<file path="config.mk">
export PLATFORM = sky130hd
export DESIGN_NAME = fir_out_arbiter
export DESIGN_NICKNAME = d
export VERILOG_FILES = /design/src/rtl/fir_out_arbiter.sv
export SDC_FILE = /design/constraint.sdc
export NUM_CORES = 1
export LEC_CHECK = 0
export ABC_AREA = 1
export ABC_CLOCK_PERIOD_IN_PS = 4400
export BUFFER_PORTS_ARGS = -buffer_cell sky130_fd_sc_hd__buf_2
export CORE_MARGIN = 4
export CORE_UTILIZATION = 48
export DETAILED_ROUTE_END_ITERATION = 6
export GPL_TIMING_DRIVEN = 0
export PLACE_DENSITY = 0.75
export SYNTH_ARGS = -nofsm -noshare
export SYNTH_HDL_FRONTEND = slang
export SYNTH_SLANG_ARGS = --single-unit
</file>
<file path="constraint.sdc">
create_clock -name clk -period 4.4 [get_ports clk]
set_input_delay 0.44 -clock clk [delete_from_list [all_inputs] [get_ports clk]]
set_output_delay 0.44 -clock clk [all_outputs]
set_load 0.01 [all_outputs]
</file>
<file path="src/rtl/fir_out_arbiter.sv">
// Round-robin arbiter sharing the FIR 8:1 result mux; drives sel/ch_ready and registers the muxed word.
// Accepted word appears on out_valid one cycle later; define FIR_ARB_FIXED_PRI_EN for lowest-index-first new grants.
module fir_out_arbiter #(
  parameter int OUT_DATA_WIDTH = 21,
  parameter int MAX_BURST      = 4
) (
  input  logic                      clk,
  input  logic                      rst,
  input  logic [7:0]                ch_valid,
  output logic [7:0]                ch_ready,
  output logic [2:0]                sel,
  input  logic [OUT_DATA_WIDTH-1:0] mux_data,
  output logic [OUT_DATA_WIDTH-1:0] out_data,
  output logic [2:0]                out_ch,
  output logic                      out_valid,
  input  logic                      out_ready
);

  typedef enum logic {IDLE, BURST} state_t;

  state_t     state;
  logic [2:0] owner;
  logic [3:0] cnt;
  logic [2:0] sel_q;
  logic [2:0] new_win;
  logic [2:0] winner;
  logic       can_accept;
  logic       cont;
  logic       grant;

  assign can_accept = !out_valid || out_ready;
  assign cont       = (state == BURST) && ch_valid[owner] && (cnt < 4'(MAX_BURST));

`ifdef FIR_ARB_FIXED_PRI_EN
  always_comb begin
    new_win = 3'd0;
    for (int i = 7; i >= 0; i--) begin
      if (ch_valid[i]) new_win = 3'(i);
    end
  end
`else
  logic [2:0] ptr;
  logic [2:0] idx;

  // Descending scan so the last hit is the first valid channel at or after ptr.
  always_comb begin
    new_win = ptr;
    idx     = ptr;
    for (int i = 7; i >= 0; i--) begin
      idx = ptr + 3'(i);
      if (ch_valid[idx]) new_win = idx;
    end
  end
`endif

  assign winner   = cont ? owner : new_win;
  assign grant    = !rst && can_accept && (|ch_valid);
  assign ch_ready = grant ? (8'd1 << winner) : 8'd0;
  assign sel      = grant ? winner : sel_q;

  always_ff @(posedge clk or posedge rst) begin
    if (rst) begin
      state     <= IDLE;
      owner     <= 3'd0;
      cnt       <= 4'd0;
      sel_q     <= 3'd0;
      out_data  <= '0;
      out_ch    <= 3'd0;
      out_valid <= 1'b0;
`ifndef FIR_ARB_FIXED_PRI_EN
      ptr       <= 3'd0;
`endif
    end else if (can_accept) begin
      if (|ch_valid) begin
        sel_q     <= winner;
        out_data  <= mux_data;
        out_ch    <= winner;
        out_valid <= 1'b1;
        if (cont) begin
          cnt <= cnt + 4'd1;
        end else begin
          owner <= new_win;
          cnt   <= 4'd1;
          state <= BURST;
`ifndef FIR_ARB_FIXED_PRI_EN
          ptr   <= new_win + 3'd1;
`endif
        end
      end else begin
        out_valid <= 1'b0;
        state     <= IDLE;
        cnt       <= 4'd0;
      end
    end
  end

endmodule

</file>
# Yosys cells after proc, flatten, opt, wreduce, memory -nomap -nowiden
# Cells that the tools add are included.
# totals
register_bits,33
in_bits,32
output_inout_bits,36
wordCells,73
# classes
add_sub_neg,9
order_cmp,10
n_eq_ne,1
shifts,1
mux,34
bitwise,1
reduce_logical,11
# ops
op,count
3-bit by 4-bit less-than comparator with 1-bit output (second input constant),9
3-bit 2-to-1 mux,10
1-bit binary-select mux with 3-bit select,9
3-bit adder (second input constant),4
1-bit 2-to-1 mux,12
4-bit 2-to-1 mux,2
8-bit 2-to-1 mux,1
8-bit OR reduction,1
1-bit by 3-bit << shifter with 8-bit output (first input constant),1
3-bit by 1-bit adder with 3-bit output (second input constant),2
3-bit by 2-bit adder with 3-bit output (second input constant),2
4-bit by 1-bit adder with 4-bit output (second input constant),1
1-bit logical AND,4
4-bit by 3-bit less-than comparator with 1-bit output (second input constant),1
2-bit AND reduction,2
3-bit AND reduction,1
1-bit logical NOT,2
2-bit inequality test (second input constant),1
1-bit logical OR,1
1-bit NOT,1

# Longest topological paths before layout
# Gate-level depths: netlist of the first run.
# logic_depth
depth_word,14
ltp_mapped,23
mapped_depth_nobuf,21

# Worst setup path after synthesis of the first run
# Ideal clock, no wire load.
# synth_timing
kind,register -> output
from,register ptr[0]
to,output ch_ready[3]
arrival_time_ns,2.236
t_required_ns,3.960
slack_ns,1.724
path_stages_with_launch,20
n_path_buf,2
path_cell_list,dfrtp_1 > buf_6 > inv_6 > buf_12 > ha_1 > inv_2 > nand3_1 > nand3_2 > nand2_2 > a21oi_2 > nand2_1 > nand2_1 > nand2_1 > nand2_1 > nand2_2 > a21oi_2 > nand2_1 > nand2_1 > nand2_1 > nor2_1
# synth_via
elab_chain_cells,14
elab_cells_between_ends,34
classes_between,7 x add/sub; 1 x shift; 26 x mux
# synth_lines
element,line_no,text
from (decl),42,logic [2:0] ptr;
from (signal assigned),86,ptr <= new_win + 3'd1;
3-bit adder,50,idx = ptr + 3'(i);
1-bit binary-select mux with 3-bit select,51,if (ch_valid[idx]) new_win = idx;
1-bit 2-to-1 mux (implied by the code),51,
3-bit 2-to-1 mux (7 in series),51,
3-bit 2-to-1 mux *,51,
3-bit 2-to-1 mux *,-,
1-bit by 3-bit << shifter with 8-bit output *,58,assign ch_ready = grant ? (8'd1 << winner) : 8'd0;
8-bit 2-to-1 mux *,58,
to (decl),10,"output logic [7:0] ch_ready,"
# Every way passes the cells marked *; elsewhere a longest branch is shown, timed or not. The select of a mux whose other input is x is not followed.

# Worst setup path after layout of the first run
# layout_timing
from,register ptr[0]
to,output ch_ready[2]
# The elaborated chain is that of the path after synthesis.

==> results of run 1 <==
-- registers in the layout, summed over array words and instances (netlist names) --
name / flops
ptr: 3
cnt: 4
out_data: 21
sel_q: 3
state: 1
out_valid: 1
-- cell families after synthesis --
kind of cell	synth area share
xor+xnor	0.00717
simple gates	0.453
flops	0.364
compound gates	0.0717
fa+ha+maj	0.0165
buf+inv	0.0882
-- layer usage --
layer / vias up / GRT usage
li1: 1181 / -
met1: 1041 / 0.223
met2: 51 / 0.364
met3: 10 / 0.0246
met4: 0 / 0.0743
met5: - / 0
-- stage by stage --
step / std cells / setup WS, ns
2_1_floorplan: 327 / 1.72
3_3_place_gp: 446 / 1.43
3_5_place_dp: 446 / 1.40
4_1_cts: 454 / 1.09
5_1_grt: 455 / 0.746
6_report: 455 / 1.08
-- Yosys cell counts --
cell type	count
sky130_fd_sc_hd__o21ai_2	4
sky130_fd_sc_hd__inv_2	7
sky130_fd_sc_hd__o21ai_0	10
sky130_fd_sc_hd__xor2_2	1
sky130_fd_sc_hd__clkbuf_1	2
sky130_fd_sc_hd__clkinv_1	1
sky130_fd_sc_hd__inv_1	26
sky130_fd_sc_hd__nand2_1	140
sky130_fd_sc_hd__buf_2	2
sky130_fd_sc_hd__a21oi_2	2
sky130_fd_sc_hd__buf_6	1
sky130_fd_sc_hd__nor2_1	16
sky130_fd_sc_hd__dfrtp_1	33
sky130_fd_sc_hd__o22ai_1	2
sky130_fd_sc_hd__nand4_2	1
sky130_fd_sc_hd__nand2_4	7
sky130_fd_sc_hd__nand3_1	32
sky130_fd_sc_hd__or4_1	2
sky130_fd_sc_hd__o211ai_1	1
sky130_fd_sc_hd__buf_12	1
sky130_fd_sc_hd__ha_1	3
sky130_fd_sc_hd__inv_6	1
sky130_fd_sc_hd__buf_4	2
sky130_fd_sc_hd__nand3_2	10
sky130_fd_sc_hd__nand2_2	11
sky130_fd_sc_hd__nor2_2	1
sky130_fd_sc_hd__o21ai_1	3
sky130_fd_sc_hd__a21oi_1	5
-- cell type report --
cell class                 instances  area (um2)
inverter                          35         136
clock inverter                     2        10.0
tap                               52        65.1
buffer                             8        63.8
multi-input combinational        251        1240
sequential                        33         826
timing repair buffer              68         355
fill                             418        1700
clock buffer                       6        72.6
-- worst max-delay path by stage --
stage | from | to | slack (ns) | depth (start not counted)
floorplan | ptr[0] | ch_ready[3] | 1.72 | 19
global placement | ptr[0] | ch_ready[0] | 1.43 | 21
detailed placement | ptr[0] | ch_ready[3] | 1.40 | 20
CTS | ptr[0] | ch_ready[2] | 1.09 | 23
global route | ptr[0] | ch_ready[2] | 0.75 | 23
finish | ptr[0] | ch_ready[2] | 1.08 | 23
-- worst reg2reg max path, cell delays in order (launching register included) --
cell                      delay (ns)
sky130_fd_sc_hd__dfrtp_1        0.36
sky130_fd_sc_hd__buf_6          0.15
sky130_fd_sc_hd__inv_6          0.04
sky130_fd_sc_hd__buf_12         0.15
sky130_fd_sc_hd__ha_1           0.44
sky130_fd_sc_hd__inv_2          0.11
sky130_fd_sc_hd__nand3_1        0.16
sky130_fd_sc_hd__nand3_2        0.11
sky130_fd_sc_hd__nand2_2        0.10
sky130_fd_sc_hd__inv_1          0.04
sky130_fd_sc_hd__nand2_1        0.05
sky130_fd_sc_hd__nand2_1        0.04
sky130_fd_sc_hd__nand2_1        0.05
sky130_fd_sc_hd__nand2_1        0.05
sky130_fd_sc_hd__nand2_1        0.07
sky130_fd_sc_hd__nand2_1        0.05
sky130_fd_sc_hd__nand2_1        0.06
sky130_fd_sc_hd__nand2_2        0.09
sky130_fd_sc_hd__inv_1          0.09
sky130_fd_sc_hd__nand2_1        0.07
sky130_fd_sc_hd__o21ai_0        0.10
sky130_fd_sc_hd__inv_1          0.05
-- report_power, final --
part | switching (mW) | total [mW] | internal (mW)
clock network | 0.107 | 0.217 | 0.109
logic | 1.11 | 1.70 | 0.591
registers | 0.0500 | 0.417 | 0.367
total | 1.27 | 2.34 | 1.07
==> flow_metrics.tcl, run 1 <==
set metrics [dict create \
    setup_repair_after_global_routing_missed_its_margin "no" \
    cp_required_ns 3.96 \
    totalNegativeSetupSlack_ns 0 \
    clock_tree_from_tritoncts "done" \
    worstSetupStartpointType "register" \
    place.port_buffers 67 \
    setup-violations-final 0 \
    clockBufferDepth 2 \
    cts-buffers-inserted 5 \
    number_of_remaining_drc_errors 0 \
    worstPathMaxFanout 10 \
    max-cap-violations 0 \
    top_signal_layer_used "met4" \
    timing.reg2reg.setup_slack_ns 1.87 \
    final_antenna_net_count 0 \
    detail_route.vias_per_cell 5.02 \
    leading_cell_types_in_the_layout_fill_and_taps_excluded "sky130_fd_sc_hd__nand2_1 (140), sky130_fd_sc_hd__buf_2 (69), sky130_fd_sc_hd__dfrtp_1 (33), sky130_fd_sc_hd__nand3_1 (32), sky130_fd_sc_hd__inv_1 (25)" \
    post-dp-hpwl_um 4410 \
    share_of_layout_cells_above_drive_strength_1 0.313 \
    cpPeakStageDelay_ns 0.44 \
    cts.root.buffer_cell "sky130_fd_sc_hd__clkbuf_8" \
    total_power_mw 2.34 \
    fp.dieH_um 76.8 \
    met2RoutedLength_um 2880 \
    cts.clk_slew.worst_paths_ns 0.07 \
    clock.fmax_mhz 301 \
    yosysWarnings 0 \
    worst_path_most_repeated_cell "sky130_fd_sc_hd__nand2_1" \
    synthToLayoutAreaGrowth_pct 22.2 \
    cts_hold_repair_buffers 0 \
    finalHoldWorstSlack_ns 0.0634 \
    placementRows 24 \
    setup.worst_path.class "reg2out" \
    postLayoutCellArea_mm2 0.00277 \
    power_leakage_nw 1.61 \
    die_outline_area_mm2 0.00589 \
    met1_length_um 2340 \
    num_vias 2283 \
    diodes 0 \
    outcome "completed" \
    vdd_drop_max_uv 370 \
    synth-seq-area-share 0.364 \
    worst_path_cell_trace "buf_6 > inv_6 > buf_12 > ha_1 > inv_2 > nand3_1 > nand3_2 > nand2_1 > nand3_1 > nand2_1 > nand2_1 > nand2_1 > nand2_1 > nand2_1 > nand2_1 > nand2_1 > nand2_2 > inv_2 > nand2_2 > nand2_2 > nand2_2 > nor2_1 > buf_2" \
    pwr_density_cell_mw_per_mm2 843 \
    hold_viol_final 0 \
    final_net_count 437 \
    yosys.area.top_type "sky130_fd_sc_hd__dfrtp_1" \
    critical_path.top_delay_family "simple AND/OR/NAND/NOR gates" \
    worst_r2r_endpoint "sel_q[0]" \
    maxSlewHeadroom 0.705 \
    slew_worst_pin_ns 0.442 \
    detail_route.iter0.violations 110 \
    worst_skew_pair.late_latency_ns 0.28 \
    wl_per_cell_um 12.1 \
    min_period_ns 3.32 \
    finish.utilization 0.620 \
    worstPathArrival_ns 2.88 \
    crit_path_slowest_cell "sky130_fd_sc_hd__ha_1" \
    holdCritPathClass "in2async" \
    synthTopCellsByArea "sky130_fd_sc_hd__dfrtp_1 (36%), sky130_fd_sc_hd__nand2_1 (23%), sky130_fd_sc_hd__nand3_1 (7.1%), sky130_fd_sc_hd__nand3_2 (4.4%), sky130_fd_sc_hd__inv_1 (4.3%)" \
    maximum_number_of_pins_on_one_net_before_global_route_repair 34 \
    gp_congestion 0.882 \
    die_x_um 76.8 \
    synth.distinct_cells 28 \
    drt_pass1_iterations 4 \
    drt-total-wl_um 5520 \
    netlist_area_mm2 0.00227 \
    grt_pass1_vias 2247 \
    timing.critical_path.to_type "primary output" \
    initial_utilization 0.507 \
    postSynthCellCount 327 \
    layout_worst_path_cycle_share 0.754 \
    grt-ovfl-total 0 \
    placed_cell_area_mm2 0.00267 \
    worstPathBufferInverterCount 6 \
    floorplan.core_area_mm2 0.00447 \
    synthDominantCellAreaShare 0.364 \
    level_count_of_the_clock_h_tree 2 \
    synth.avg_cell_area_um2 6.94 \
    clock-sinks 33 \
    synth_fp_nets 362 \
    io-pin-count 68 \
    globalRouteTotalUtil 0.195 \
    finalClockSkew_ns 0.00453 \
    timing_max_transition_violations_final 0 \
    synth.ff_latch_count 33 \
    worst_r2r_path_depth 21 \
    grt_first_pass_wirelength_um 9600 \
    cts_resized 0 \
    crit-reg2reg-launch "ptr[0]" \
    mostFrequentLayoutCell "sky130_fd_sc_hd__nand2_1" \
    wl_met3_um 196 \
    post-cts-setup-buffer-count 0 \
    antenna_found_initial 0 \
]
Power figures use the tool's default switching activity.
==> run 2, diff against run 1 <==
--- a/config.mk
+++ b/config.mk
@@ -6,7 +6,7 @@
 export NUM_CORES = 1
 export LEC_CHECK = 0
 export ABC_AREA = 1
-export ABC_CLOCK_PERIOD_IN_PS = 4400
+export ABC_CLOCK_PERIOD_IN_PS = 3100
 export BUFFER_PORTS_ARGS = -buffer_cell sky130_fd_sc_hd__buf_2
 export CORE_MARGIN = 4
 export CORE_UTILIZATION = 48
==> constraint.sdc (replaced) <==
create_clock -name clk -period 3.1 [get_ports clk]
set_input_delay 0.31 -clock clk [delete_from_list [all_inputs] [get_ports clk]]
set_output_delay 0.31 -clock clk [all_outputs]
set_load 0.01 [all_outputs]
==> flow_metrics.tcl, run 2 (synthesis gave the netlist of run 1 again) <==
set metrics [dict create \
    worst_path_most_repeated_cell "sky130_fd_sc_hd__nand2_1" \
    globalRouteTotalUtil 0.196 \
    drt-total-wl_um 5830 \
    cts.root.buffer_cell "sky130_fd_sc_hd__clkbuf_8" \
    grt-ovfl-total 0 \
    initial_utilization 0.507 \
    maxSlewHeadroom 0.713 \
    leading_cell_types_in_the_layout_fill_and_taps_excluded "sky130_fd_sc_hd__nand2_1 (137), sky130_fd_sc_hd__buf_2 (69), sky130_fd_sc_hd__dfrtp_1 (33), sky130_fd_sc_hd__nand3_1 (28), sky130_fd_sc_hd__inv_1 (25)" \
    share_of_layout_cells_above_drive_strength_1 0.363 \
    slew_worst_pin_ns 0.431 \
    cpPeakStageDelay_ns 0.36 \
    largest_registers "out_data (21), cnt (4)" \
    clockBufferDepth 2 \
    drt_pass1_iterations 4 \
    worstSetupStartpointType "register" \
    num-fill-cells 389 \
    cts.clk_slew.worst_paths_ns 0.07 \
    worstPathArrival_ns 2.66 \
    multi_input_comb_area_mm2 0.00132 \
    num_vias 2340 \
    holdCritPathClass "in2reg" \
    hold_viol_final 0 \
    mostFrequentLayoutCell "sky130_fd_sc_hd__nand2_1" \
    global_routing_met3_resource_utilization 0.0246 \
    post-dp-hpwl_um 4410 \
    place.port_buffers 67 \
    globalRouteMet1Util 0.222 \
    postLayoutCellArea_mm2 0.00295 \
    clock.fmax_mhz 337 \
    final_antenna_net_count 0 \
    finalClockSkew_ns 0.00517 \
    clock_tree_from_tritoncts "done" \
    setup.worst_path.class "reg2out" \
    maximum_number_of_pins_on_one_net_before_global_route_repair 34 \
    fp.dieH_um 76.8 \
    floorplan.core_area_mm2 0.00447 \
    timing_max_transition_violations_final 0 \
    level_count_of_the_clock_h_tree 2 \
    pwr_density_cell_mw_per_mm2 1270 \
    number_of_remaining_drc_errors 0 \
    die_x_um 76.8 \
    setup_repair_after_global_routing_missed_its_margin "yes" \
    outcome "completed" \
    vdd_drop_max_uv 594 \
    layout_worst_path_cycle_share 0.957 \
    wl_per_cell_um 12.5 \
    cts-buffers-inserted 5 \
    worstPathMaxFanout 6 \
    synthToLayoutAreaGrowth_pct 30.2 \
    crit_path_slowest_cell "sky130_fd_sc_hd__dfrtp_1" \
    gp_congestion 0.882 \
    die_outline_area_mm2 0.00589 \
    detail_route.iter0.violations 84 \
    timing.critical_path.to_type "primary output" \
    diodes 0 \
    sequential_cell_area_um2 826 \
    antenna_found_initial 0 \
    io-pin-count 68 \
    largest_reg_flops 21 \
    placementRows 24 \
    grt_first_pass_wirelength_um 9650 \
    grt_most_used_layer "met2" \
    placed_cell_area_mm2 0.00267 \
    regMostFlops "out_data" \
    grt_pass1_vias 2267 \
    cp_required_ns 2.79 \
    total_power_mw 3.75 \
    min_period_ns 2.97 \
    worst_skew_pair.late_latency_ns 0.28 \
    clock-sinks 33 \
    max-cap-violations 0 \
    power_leakage_nw 1.69 \
    grtUsageMet2 0.370 \
    detail_route.vias_per_cell 5.00 \
    setup-violations-final 0 \
    finalHoldWorstSlack_ns 0.218 \
    final_net_count 450 \
    worst_path_cell_trace "buf_6 > inv_6 > buf_12 > ha_4 > inv_4 > nand3_2 > nand3_2 > nand2_2 > inv_1 > nand2_1 > nand2_1 > nand2_1 > nand2_1 > nand2_1 > nand3_1 > nand2_4 > o21ai_4 > buf_4 > o21ai_0 > buf_2" \
]
## run 2: changes by cell type in the layout (fill, tap and decap cells not counted), moves of 2 or more
cell	previous run	this run
sky130_fd_sc_hd__buf_4	2	14
sky130_fd_sc_hd__nand2_4	7	9
sky130_fd_sc_hd__nor2_1	16	12
sky130_fd_sc_hd__nor2_2	1	5
sky130_fd_sc_hd__nand3_1	32	28
sky130_fd_sc_hd__nand2_1	140	137
sky130_fd_sc_hd__nand3_2	10	14
## run 2: per-stage QoR
stage               setup TNS [ns]   util  instances  worst slack, ns
finish                           0  0.660        468            0.132
global route                -0.257  0.660        468          -0.0591
CTS                              0  0.618        454           0.0831
detailed placement               0  0.597        446            0.234
global placement                 0  0.597        446            0.258
floorplan                        0      -        327            0.554
## run 2: timing repair
item                                   4_1_cts  5_1_grt
buffers inserted                             0       12
hold buffers                                 0        1
pin swaps                                    0        8
resized for setup                            2       17
setup endpoints to repair                    9       11
endpoints found under the hold margin        0        6
## run 2: path summary, 6_finish.rpt
| check | endpoint | start | cells past startpoint | slack (ns) |
|---|---|---|---|---|
| max | sel[0] | ptr[0] | 20 | 0.13 |
| min | out_data[18] | mux_data[18] | 3 | 0.22 |
| max in group asynchronous | cnt[2] | rst | 4 | 2.21 |
| min reg2reg | out_data[12] | out_data[12] | 2 | 0.48 |
| min in group asynchronous | out_data[3] | rst | 3 | 0.50 |
| max reg2reg | sel_q[0] | ptr[0] | 22 | 0.71 |
## run 2: cell type report
cell class / instances / share of cell area
Sequential cell: 33 / 0.280
Clock buffer: 6 / 0.0246
Tap cell: 52 / 0.0220
Timing Repair Buffer: 81 / 0.154
Clock inverter: 2 / 0.00339
Inverter: 35 / 0.0470
Multi-Input combinational cell: 251 / 0.448
Buffer: 8 / 0.0216
## run 2: power by group
group          internal (mW)  total [mW]  switching (mW)
sequential             0.522       0.593          0.0713
clock                  0.155       0.308           0.152
combinational           1.09        2.85            1.76
total                   1.76        3.75            1.98
## run 2: critical path, delay by kind of cell, from the launching register on
| family | cells | cell delay, ns |
|---|---|---|
| buf+inv | 7 | 0.70 |
| compound gates | 2 | 0.21 |
| fa+ha+maj | 1 | 0.30 |
| flops | 1 | 0.36 |
| simple gates | 10 | 0.81 |
## run 2: metal layers
metal | wire, um | vias up | part of all wire
li1 | - | 1200 | -
met5 | 0 | - | 0
met4 | 80 | 0 | 0.014
met3 | 212 | 10 | 0.036
met1 | 2380 | 1069 | 0.41
met2 | 3150 | 61 | 0.54
